--- config.mk ---
export PLATFORM = sky130hd
export DESIGN_NAME = mc_control_unit
export DESIGN_NICKNAME = d
export VERILOG_FILES = /design/src/rtl/mc_control_unit.sv
export SDC_FILE = /design/constraint.sdc
export NUM_CORES = 1
export LEC_CHECK = 0
export BUFFER_PORTS_ARGS = -buffer_cell sky130_fd_sc_hd__buf_4
export CAP_MARGIN = 0
export CORE_UTILIZATION = 25
export CTS_BUF_LIST = sky130_fd_sc_hd__clkbuf_16
export DETAILED_ROUTE_END_ITERATION = 10
export GPL_ROUTABILITY_DRIVEN = 0
export HOLD_SLACK_MARGIN = 0.02
export SLEW_MARGIN = 40
export SYNTH_ARGS = -nofsm -noshare
export SYNTH_HDL_FRONTEND = slang
export SYNTH_SLANG_ARGS = --single-unit
--- constraint.sdc ---
create_clock -name clk -period 1.7 [get_ports clk]
set_clock_uncertainty 0.1 [all_clocks]
set_input_delay 0.17 -clock clk [delete_from_list [all_inputs] [get_ports clk]]
set_output_delay 0.17 -clock clk [all_outputs]
set_load 0.02 [all_outputs]
--- src/rtl/mc_control_unit.sv ---
// ---------------------------------------------------------------------------
// mc_control_unit
// Moore main-control FSM for a multi-cycle RISC-V style datapath. Steps each
// instruction through fetch, decode and its execute/memory/write-back states
// and drives the datapath selects and write strobes from the current state.
//
// Ports
//   clk           : single clock, rising edge
//   rst           : asynchronous, active-high reset (forces FETCH)
//   opcode        : instruction-register opcode field
//   mem_ready     : memory completion for the current access
//   alu_op        : 00 add, 01 subtract, 10 funct-decoded
//   alu_src_a     : 0 PC, 1 rs1
//   alu_src_b     : 00 rs2, 01 constant 4, 10 immediate, 11 branch/jump offset
//   mem_read, mem_write, ir_write, reg_write, pc_write, pc_write_cond, i_or_d
//                 : datapath strobes and selects
//   pc_source     : 0 ALU result, 1 ALUOut register
//   mem_to_reg    : 00 ALUOut, 01 memory data, 10 PC
//   illegal_instr : trap indication (only with MC_CU_ILLEGAL_TRAP_EN)
//   state         : current state encoding
//
// Build option
//   MC_CU_ILLEGAL_TRAP_EN : unknown opcodes enter a sticky TRAP state that is
//                           left only through rst; otherwise they return to
//                           FETCH without any write.
// ---------------------------------------------------------------------------
module mc_control_unit (
    input  logic       clk,
    input  logic       rst,
    input  logic [6:0] opcode,
    input  logic       mem_ready,
    output logic [1:0] alu_op,
    output logic       alu_src_a,
    output logic [1:0] alu_src_b,
    output logic       mem_read,
    output logic       mem_write,
    output logic       ir_write,
    output logic       reg_write,
    output logic       pc_write,
    output logic       pc_write_cond,
    output logic       i_or_d,
    output logic       pc_source,
    output logic [1:0] mem_to_reg,
`ifdef MC_CU_ILLEGAL_TRAP_EN
    output logic       illegal_instr,
`endif
    output logic [3:0] state
);

    localparam int unsigned STATE_W  = 4;
    localparam int unsigned OPCODE_W = 7;

    localparam logic [OPCODE_W-1:0] OP_LOAD   = 7'b0000011;
    localparam logic [OPCODE_W-1:0] OP_STORE  = 7'b0100011;
    localparam logic [OPCODE_W-1:0] OP_RTYPE  = 7'b0110011;
    localparam logic [OPCODE_W-1:0] OP_ITYPE  = 7'b0010011;
    localparam logic [OPCODE_W-1:0] OP_BRANCH = 7'b1100011;
    localparam logic [OPCODE_W-1:0] OP_JAL    = 7'b1101111;

    typedef enum logic [STATE_W-1:0] {
        FETCH    = 4'd0,
        DECODE   = 4'd1,
        MEM_ADDR = 4'd2,
        MEM_RD   = 4'd3,
        MEM_WB   = 4'd4,
        MEM_WR   = 4'd5,
        R_EXEC   = 4'd6,
        I_EXEC   = 4'd7,
        ALU_WB   = 4'd8,
        BRANCH   = 4'd9,
        JAL      = 4'd10
`ifdef MC_CU_ILLEGAL_TRAP_EN
        ,
        TRAP     = 4'd11
`endif
    } state_e;

    state_e state_q;
    state_e state_d;

    // State register
    always_ff @(posedge clk or posedge rst) begin
        if (rst) begin
            state_q <= FETCH;
        end else begin
            state_q <= state_d;
        end
    end

    // Next-state and Moore output decode
    always_comb begin
        state_d       = FETCH;
        alu_op        = 2'b00;
        alu_src_a     = 1'b0;
        alu_src_b     = 2'b00;
        mem_read      = 1'b0;
        mem_write     = 1'b0;
        ir_write      = 1'b0;
        reg_write     = 1'b0;
        pc_write      = 1'b0;
        pc_write_cond = 1'b0;
        i_or_d        = 1'b0;
        pc_source     = 1'b0;
        mem_to_reg    = 2'b00;
`ifdef MC_CU_ILLEGAL_TRAP_EN
        illegal_instr = 1'b0;
`endif

        case (state_q)
            FETCH: begin
                mem_read  = 1'b1;
                alu_src_b = 2'b01;
                // IR and PC latch together on the cycle memory delivers
                ir_write  = mem_ready;
                pc_write  = mem_ready;
                state_d   = mem_ready ? DECODE : FETCH;
            end
            DECODE: begin
                alu_src_b = 2'b11;
                case (opcode)
                    OP_LOAD,
                    OP_STORE:  state_d = MEM_ADDR;
                    OP_RTYPE:  state_d = R_EXEC;
                    OP_ITYPE:  state_d = I_EXEC;
                    OP_BRANCH: state_d = BRANCH;
                    OP_JAL:    state_d = JAL;
`ifdef MC_CU_ILLEGAL_TRAP_EN
                    default:   state_d = TRAP;
`else
                    default:   state_d = FETCH;
`endif
                endcase
            end
            MEM_ADDR: begin
                alu_src_a = 1'b1;
                alu_src_b = 2'b10;
                state_d   = (opcode == OP_LOAD) ? MEM_RD : MEM_WR;
            end
            MEM_RD: begin
                mem_read = 1'b1;
                i_or_d   = 1'b1;
                state_d  = mem_ready ? MEM_WB : MEM_RD;
            end
            MEM_WB: begin
                reg_write  = 1'b1;
                mem_to_reg = 2'b01;
                state_d    = FETCH;
            end
            MEM_WR: begin
                mem_write = 1'b1;
                i_or_d    = 1'b1;
                state_d   = mem_ready ? FETCH : MEM_WR;
            end
            R_EXEC: begin
                alu_src_a = 1'b1;
                alu_src_b = 2'b00;
                alu_op    = 2'b10;
                state_d   = ALU_WB;
            end
            I_EXEC: begin
                alu_src_a = 1'b1;
                alu_src_b = 2'b10;
                alu_op    = 2'b10;
                state_d   = ALU_WB;
            end
            ALU_WB: begin
                reg_write = 1'b1;
                state_d   = FETCH;
            end
            BRANCH: begin
                alu_src_a     = 1'b1;
                alu_op        = 2'b01;
                pc_write_cond = 1'b1;
                pc_source     = 1'b1;
                state_d       = FETCH;
            end
            JAL: begin
                pc_write   = 1'b1;
                pc_source  = 1'b1;
                reg_write  = 1'b1;
                mem_to_reg = 2'b10;
                state_d    = FETCH;
            end
`ifdef MC_CU_ILLEGAL_TRAP_EN
            TRAP: begin
                illegal_instr = 1'b1;
                state_d       = TRAP;
            end
`endif
            // Unused encodings recover to FETCH with everything idle
            default: state_d = FETCH;
        endcase

        // Reset is asynchronous, so the FETCH read/latch strobes must be
        // suppressed combinationally while it is held
        if (rst) begin
            alu_op        = 2'b00;
            alu_src_a     = 1'b0;
            alu_src_b     = 2'b01;
            mem_read      = 1'b0;
            mem_write     = 1'b0;
            ir_write      = 1'b0;
            reg_write     = 1'b0;
            pc_write      = 1'b0;
            pc_write_cond = 1'b0;
            i_or_d        = 1'b0;
            pc_source     = 1'b0;
            mem_to_reg    = 2'b00;
`ifdef MC_CU_ILLEGAL_TRAP_EN
            illegal_instr = 1'b0;
`endif
        end
    end

    assign state = STATE_W'(state_q);

endmodule

## After elaboration in Yosys (flattened, before gate mapping)

Index checks and enable logic that the tools add are counted.

| word-level totals | value |
|---|---|
| input port bits | 10 |
| register bits | 4 |

| cells by class | value |
|---|---|
| mux-type cells | 30 |
| eq/ne operators | 16 |
| reductions and logical operators | 9 |

Operators by type and width:

| operator | count |
|---|---|
| $pmux W4 S6 | 1 |
| $pmux W4 S5 | 1 |
| $mux W1 | 18 |
| $eq A4 B3 Y1 const B | 4 |
| $eq A7 B6 Y1 const B | 2 |
| $eq A7 B7 Y1 const B | 2 |
| $eq A4 B4 Y1 const B | 3 |
| $reduce_or A2 Y1 | 6 |
| $mux W3 | 3 |
| $eq A4 B2 Y1 const B | 2 |
| $pmux W2 S2 | 2 |
| $eq A7 B2 Y1 const B | 1 |
| $eq A7 B5 Y1 const B | 1 |
| $mux W2 | 3 |
| $pmux W2 S3 | 1 |
| $eq A4 B1 Y1 const B | 1 |
| $logic_not A4 Y1 | 1 |
| $reduce_or A4 Y1 | 1 |
| $reduce_or A3 Y1 | 1 |
| $pmux W1 S2 | 1 |

## Depth between registers and ports, before layout

Gate-level depths: netlist of run 1.

| depth | value |
|---|---|
| depth after elaboration | 4 |
| mapped depth | 4 |
| gate-level depth less buffers | 3 |

## Worst setup path after synthesis of run 1

Ideal clock, no wire load.

| timing | value |
|---|---|
| kind | register to output |
| start | register state_q[2] (netlist: state[2]) |
| end | output port mem_read |
| data arrival time | 1.628 ns |
| path slack | -0.198 ns |
| data required time | 1.430 ns |
| path buffers | 1 |
| stages on the path, launching flop included | 4 |
| cells stage by stage | dfrtp_1 > buf_2 > or2_2 > nor4_1 |

| between the ends | value |
|---|---|
| cells in the longest elaborated chain, start to end | 4 |
| elaborated cells on any way between the ends | 5 |
| classes of those cells | eq/ne (1); mux (2); reduce/logical (2) |

RTL lines:

| element | RTL line | RTL |
|---|---|---|
| start: declaration | 78 | `state_e state_q;` |
| start signal: assignment | 86 | `state_q <= state_d;` |
| $eq A4 B2 Y1 / $logic_not A4 Y1 (equally long branches) | 109 | `case (state_q)` |
| $reduce_or A2 Y1 (no line) * | -- |  |
| $mux W1 * | 109 |  |
| $mux W1 * | 196 | `if (rst) begin` |
| end: declaration | 35 | `output logic mem_read,` |

Every way passes the cells marked *; elsewhere a longest branch is shown, timed or not.

## Worst setup path in the final report of run 1

| timing | value |
|---|---|
| start | register state_q[3] (netlist: state[3]) |
| end | output port pc_write |

| between the ends | value |
|---|---|
| cells in the longest elaborated chain, start to end | 3 |
| elaborated cells on any way between the ends | 4 |
| classes of those cells | eq/ne (1); mux (2); reduce/logical (1) |

RTL lines:

| element | RTL line | RTL |
|---|---|---|
| $eq A4 B4 Y1 / $logic_not A4 Y1 (equally long branches) | 109 |  |
| $pmux W1 S2 * | 109 |  |
| $mux W1 * | 196 |  |
| end: declaration | 39 | `output logic pc_write,` |

Marked as above.

==> reports/results.txt, run 1 <==
Run status: finished, final reports clean
Die area: 2390 um^2
Tmin final: 1.69 ns
Crit. End Element: output pin
Yosys warnings: 0
Design area: 1000 um^2
Clk_lat worst skew: 0.23 ns
IO Count: 29
Slowest Stage Delay on Critical Path: 0.43 ns
Worst slew pin tran: 0.321 ns
Drt total wl: 1810 um
Primary FF master, synth: dfrtp_1
DRT iter0 DRCs: 6
Core Box Area: 2020 um^2
Setup ws final: 0.00732 ns
CTS Sinks: 4
Clock transition at path regs: 0.03 ns
Critical Path Fanout Max: 5
GRT Util Overall: 15.6%
Max capacitance violation total: 0
Cells after synthesis: 75
Final setup fails: 0
PwrDens: 623 nW/um^2
Seq/Total Area, Yosys: 18.2%
Synth Area per Inst: 7.32 um^2
N_diodes: 0
DP Cell Count: 131
Hold Worst Slack: 0.155 ns
Synthesized Nets: 85
CTS Buf Count: 3
Critical Path RT: 1.43 ns
CP Cell Sequence: nor2_2 -> nand2_2 -> a2111oi_4 -> buf_4
Routed via count: 696
Synthesis-to-finish area growth: 82.0%
Initial DRT Pass Iterations: 3
Leak Pwr: 0.451 nW
Sequential share of power: 17.8%
Net Sw Power: 0.000154 W
Initial antenna violation count: 0
Crit path kind: reg -> out
First-pass GRT wire length: 2790 um
Starting Density: 27.2%
Critical-path top delay cell: dfrtp_2
Via density: 5.01
Worst hold path class: in -> reg
GR Util met2: 28.2%
Ratio of cells with drive above 1 in the final layout: 52.7%
Seq cells post-synth: 4
CTS tree: done
Number of global-route vias before repair: 645
Met3 Usage GRT: 4.36%
Most common library cell in the layout ignoring fill and taps: buf_4
Cell Area, Synth: 549 um^2
Slew HR: 78.5%
Clock power frac: 59.4%
CTS Root Cell: clkbuf_16
DRC Markers: 0
Critical path startpoint category: register
Max VDD drop: 0.000340 V
Pin count of the biggest net entering global routing: 14
Post-route ant nets: 0
Fmax: 0.591 GHz
Dpl ws: 0.190 ns
Fillers: 199
Most frequent cells in the layout: 37 x buf_4, 8 x nand2_1, 7 x nor2_1
Post-DP HPWL: 1360 um
RSZ-0062 raised after global routing: true
NumNets Final: 124
DR WL/cell: 13.0 um
Max reg flops: 4
Asr flop ratio synth: 100%
EDFF count, synth: 0
# port buffers: 28
Netlist cell types: 37
Int Pwr: 0.000469 W
GR Overflow Total: 0
Post-Layout Cell Count: 139
Final period util: 99.6%
DIE WIDTH: 48.9 um
Row Count: 16
Area of placed instances: 850 um^2
Sw Share: 24.7%
Overall power: 0.000623 W
Htree depth: 1
Critical Path AT: 1.42 ns
Gr busiest metal: met2
Routing usage on met1: 15.4%
Final Hold Vio Count: 0
Fin. max-slew vios: 0
Chip Height: 48.9 um
Max Root-Sink Buffers: 2
Comb power frac: 22.8%
-- path summary, 6_finish.rpt --
path	startpoint	end	slack (ns)	cells after the start
hold reg to reg	state[3]$_DFF_PP0_	state[1]$_DFF_PP0_	0.58	2
min in group asynchronous	rst	state[3]$_DFF_PP0_	0.43	3
max in group asynchronous	rst	state[0]$_DFF_PP0_	0.88	3
setup reg to reg	state[3]$_DFF_PP0_	state[1]$_DFF_PP0_	0.16	5
hold / removal	opcode[4]	state[2]$_DFF_PP0_	0.15	3
setup / recovery	state[3]$_DFF_PP0_	pc_write	0.007	4
-- power groups by stage --
stage,logic [W],registers (W),clock network [W]
floorplan,0.0000771,0.000109,0
global placement,0.000131,0.000110,0
detailed placement,0.000133,0.000110,0
CTS,0.000137,0.000110,0.000375
global route,0.000151,0.000111,0.000388
finish,0.000142,0.000111,0.000370
-- layer usage --
layer / routed length (um) / vias up / share of wire, %
met5: 0 / - / 0
met4: 42 / 0 / 2.3
met3: 97 / 6 / 5.4
met2: 923 / 24 / 51
met1: 741 / 316 / 41
li1: - / 350 / -
-- synthesized netlist by cell type, types with 2 or more instances --
cell       number  share of area, %
o311ai_1        2               3.2
nand4bb_1       2               4.1
nand2_1         9               6.1
or3b_1          2               3.2
dfrtp_1         4                18
nor2b_1         3               3.4
nor3_1          4               3.6
o21ai_0         4               3.6
inv_1           3               2.0
nand2b_1        3               3.4
buf_2           4               3.6
nor3b_1         2               2.7
nor2_1          9               6.1
-- cells by family after synthesis --
family	after synthesis	share of synthesized area, %
simple gates	46	50.6
compound gates	16	23.2
buf+inv	8	6.38
flops	4	18.2
xor+xnor	1	1.59
-- worst max-delay path: cells and delay by family, from the launching register on --
kind / cells / cell delay [ns]
AO/OA/AOI/OAI: 1 / 0.33
buffers and inverters: 1 / 0.19
flip-flops: 1 / 0.43
AND/OR/NAND/NOR: 2 / 0.24
-- layout make-up --
| type | count | area, um^2 | area share, % |
|---|---|---|---|
| Multi-Input combinational cell | 63 | 475 | 47.6 |
| Timing Repair Buffer | 39 | 299 | 29.9 |
| Sequential cell | 4 | 105 | 10.5 |
| Clock buffer | 3 | 75.1 | 7.51 |
| Tap cell | 27 | 33.8 | 3.38 |
| Inverter | 3 | 11.3 | 1.13 |
-- per-stage QoR --
| stage | util (%) | TNS (ns) |
|---|---|---|
| floorplan | - | 0 |
| CTS | 48.0 | 0 |
| finish | 49.4 | 0 |
| detailed placement | 42.0 | 0 |
| global route | 49.4 | -0.0370 |
| global placement | 42.0 | 0 |
-- repair_timing --
action / CTS / global route
gates resized for setup: 6 / 6
setup buffers: 3 / 1
hold endpoints to repair: 4 / 0
hold buffers: 1 / 0
endpoints found under the setup margin: 4 / 7
pin swaps: 1 / 0
(Power assumes the default switching activity.)
==> run 2: changes to the inputs <==
==> constraint.sdc (replaced) <==
create_clock -name clk -period 2.1 [get_ports clk]
set_clock_uncertainty 0.1 [all_clocks]
set_input_delay 0.21 -clock clk [delete_from_list [all_inputs] [get_ports clk]]
set_output_delay 0.21 -clock clk [all_outputs]
set_load 0.02 [all_outputs]
==> run 2 against run 1 <==
Worst hold slack improved by 0.041 ns. Sequential cell count did not move. Non-clock buffer count fell by 8. Design area fell by 13%. Via count fell by 6.8%. Worst setup slack improved by 0.15 ns. Combinational power fell by 27%. Core utilization fell by 6.4 points. Die area did not move. Largest power group unchanged.
==> reports/results.txt, run 2 (synthesis gave the netlist of run 1 again) <==
Fmax: 0.515 GHz
DIE WIDTH: 48.9 um
Most common library cell in the layout ignoring fill and taps: buf_4
Highest routed layer: met4
Routed via count: 649
Crit path kind: reg -> out
End-of-flow core utilization: 43.1%
IO Count: 29
Ratio of cells with drive above 1 in the final layout: 39.4%
Clock transition at path regs: 0.03 ns
N_diodes: 0
Met2 WL: 734 um
GRT Util Overall: 15.2%
DR WL/cell: 12.1 um
Starting Density: 27.2%
CTS Sinks: 4
Htree depth: 1
Worst Reg-to-Reg Cells: 4
Dpl ws: 0.384 ns
CTS Buf Count: 3
Final Hold Vio Count: 0
Worst slew pin tran: 0.393 ns
Run status: finished, final reports clean
Fin. max-slew vios: 0
Leak Pwr: 0.391 nW
DRT iter0 DRCs: 13
NumNets Final: 116
Final setup fails: 0
Initial DRT Pass Iterations: 4
Critical-path top delay cell: dfrtp_1
Slowest Stage Delay on Critical Path: 0.48 ns
Final TNS setup: 0 ns
Synthesis-to-finish area growth: 58.5%
Chip Height: 48.9 um
Met3 WL: 77 um
PwrDens: 564 nW/um^2
Worst hold path class: in -> reg
Post-route ant nets: 0
Die area: 2390 um^2
Tmin final: 1.94 ns
Post-CTS Setup Bufs: 0
Core Box Area: 2020 um^2
Worst hold path cell count: 4
Critical path startpoint category: register
CP Cell Sequence: or2_2 -> nor4_1 -> buf_4
Max capacitance violation total: 0
Row Count: 16
Max Root-Sink Buffers: 2
Post-Layout Cell Count: 131
DRT met1 WL: 755 um
CTS tree: done
Critical Path Fanout Max: 11
# port buffers: 28
Initial antenna violation count: 0
Setup ws final: 0.158 ns
Pin count of the biggest net entering global routing: 19
Final period util: 92.5%
CTS Root Cell: clkbuf_16
Critical Path AT: 1.63 ns
First-pass GRT wire length: 2840 um
Crit. End Element: output pin
RSZ-0062 raised after global routing: false
Slew HR: 73.5%
Post-DP HPWL: 1210 um
Via density: 4.95
DRC Markers: 0
Most frequent cells in the layout: 30 x buf_4, 9 x nand2_1, 9 x nor2_1
Critical Path RT: 1.79 ns
Number of global-route vias before repair: 641
GR Overflow Total: 0
DP Cell Count: 127
Max reg flops: 4
Clk_lat worst skew: 0.23 ns
Drt total wl: 1590 um
Max VDD drop: 0.000466 V
-- run 2: cell count changes in the layout (fill, tap and decap cells not counted), moves of 2 or more --
cell	delta
dfrtp_1	+3
buf_4	-7
nor2_2	-2
nor3_1	+2
nor3_2	-2
dfrtp_2	-3
nor2_1	+2
-- run 2: final timing paths --
path	startpoint	endpoint	slack [ns]
worst max-delay path	state[3]$_DFF_PP0_	mem_read	0.16
worst min-delay path	opcode[2]	state[0]$_DFF_PP0_	0.20
worst max register to register	state[2]$_DFF_PP0_	state[0]$_DFF_PP0_	0.54
worst min register to register	state[2]$_DFF_PP0_	state[3]$_DFF_PP0_	0.63
max in group asynchronous	rst	state[1]$_DFF_PP0_	1.29
min in group asynchronous	rst	state[0]$_DFF_PP0_	0.41
-- run 2: final cells by class --
cell class                      count  area (um^2)
Clock buffer                        3         75.1
Sequential cell                     4          101
Multi-Input combinational cell     63          414
Tap cell                           27         33.8
Inverter                            3         11.3
Timing Repair Buffer               31          235
Fill cell                         214         1150
-- run 2: critical path, delay by kind of cell (launching register included) --
family | cells | cell delay [ns]
and+or+nand+nor | 2 | 0.71
DFF | 1 | 0.48
buffers and inverters | 1 | 0.22
-- run 2: what timing repair did --
item / CTS / global route
hold buffers: 1 / 0
gates resized for setup: 0 / 1
endpoints found under the hold margin: 4 / 0
setup endpoints to repair: 0 / 1
-- run 2: per-layer routing --
| metal | global-route usage [%] | up-vias |
|---|---|---|
| li1 | - | 334 |
| met1 | 19.0 | 288 |
| met2 | 24.5 | 25 |
| met3 | 3.12 | 2 |
| met4 | 7.35 | 0 |
| met5 | 0 | - |
-- run 2: per-stage QoR --
stage	hold WS, ns	instance area [um^2]	total power, W
CTS	0.193	870	0.000495
detailed placement	0.0920	785	0.000189
global placement	0.0946	785	0.000188
global route	0.234	871	0.000509
finish	0.196	871	0.000492
floorplan	0.125	549	0.000145
-- run 2: report_power, final --
group          internal (W)  switching [W]  leakage, nW  total (W)
sequential        0.0000804     0.00000722       0.0526  0.0000876
combinational     0.0000482      0.0000544        0.301   0.000103
clock              0.000244      0.0000577       0.0370   0.000301
total              0.000372       0.000119        0.391   0.000492
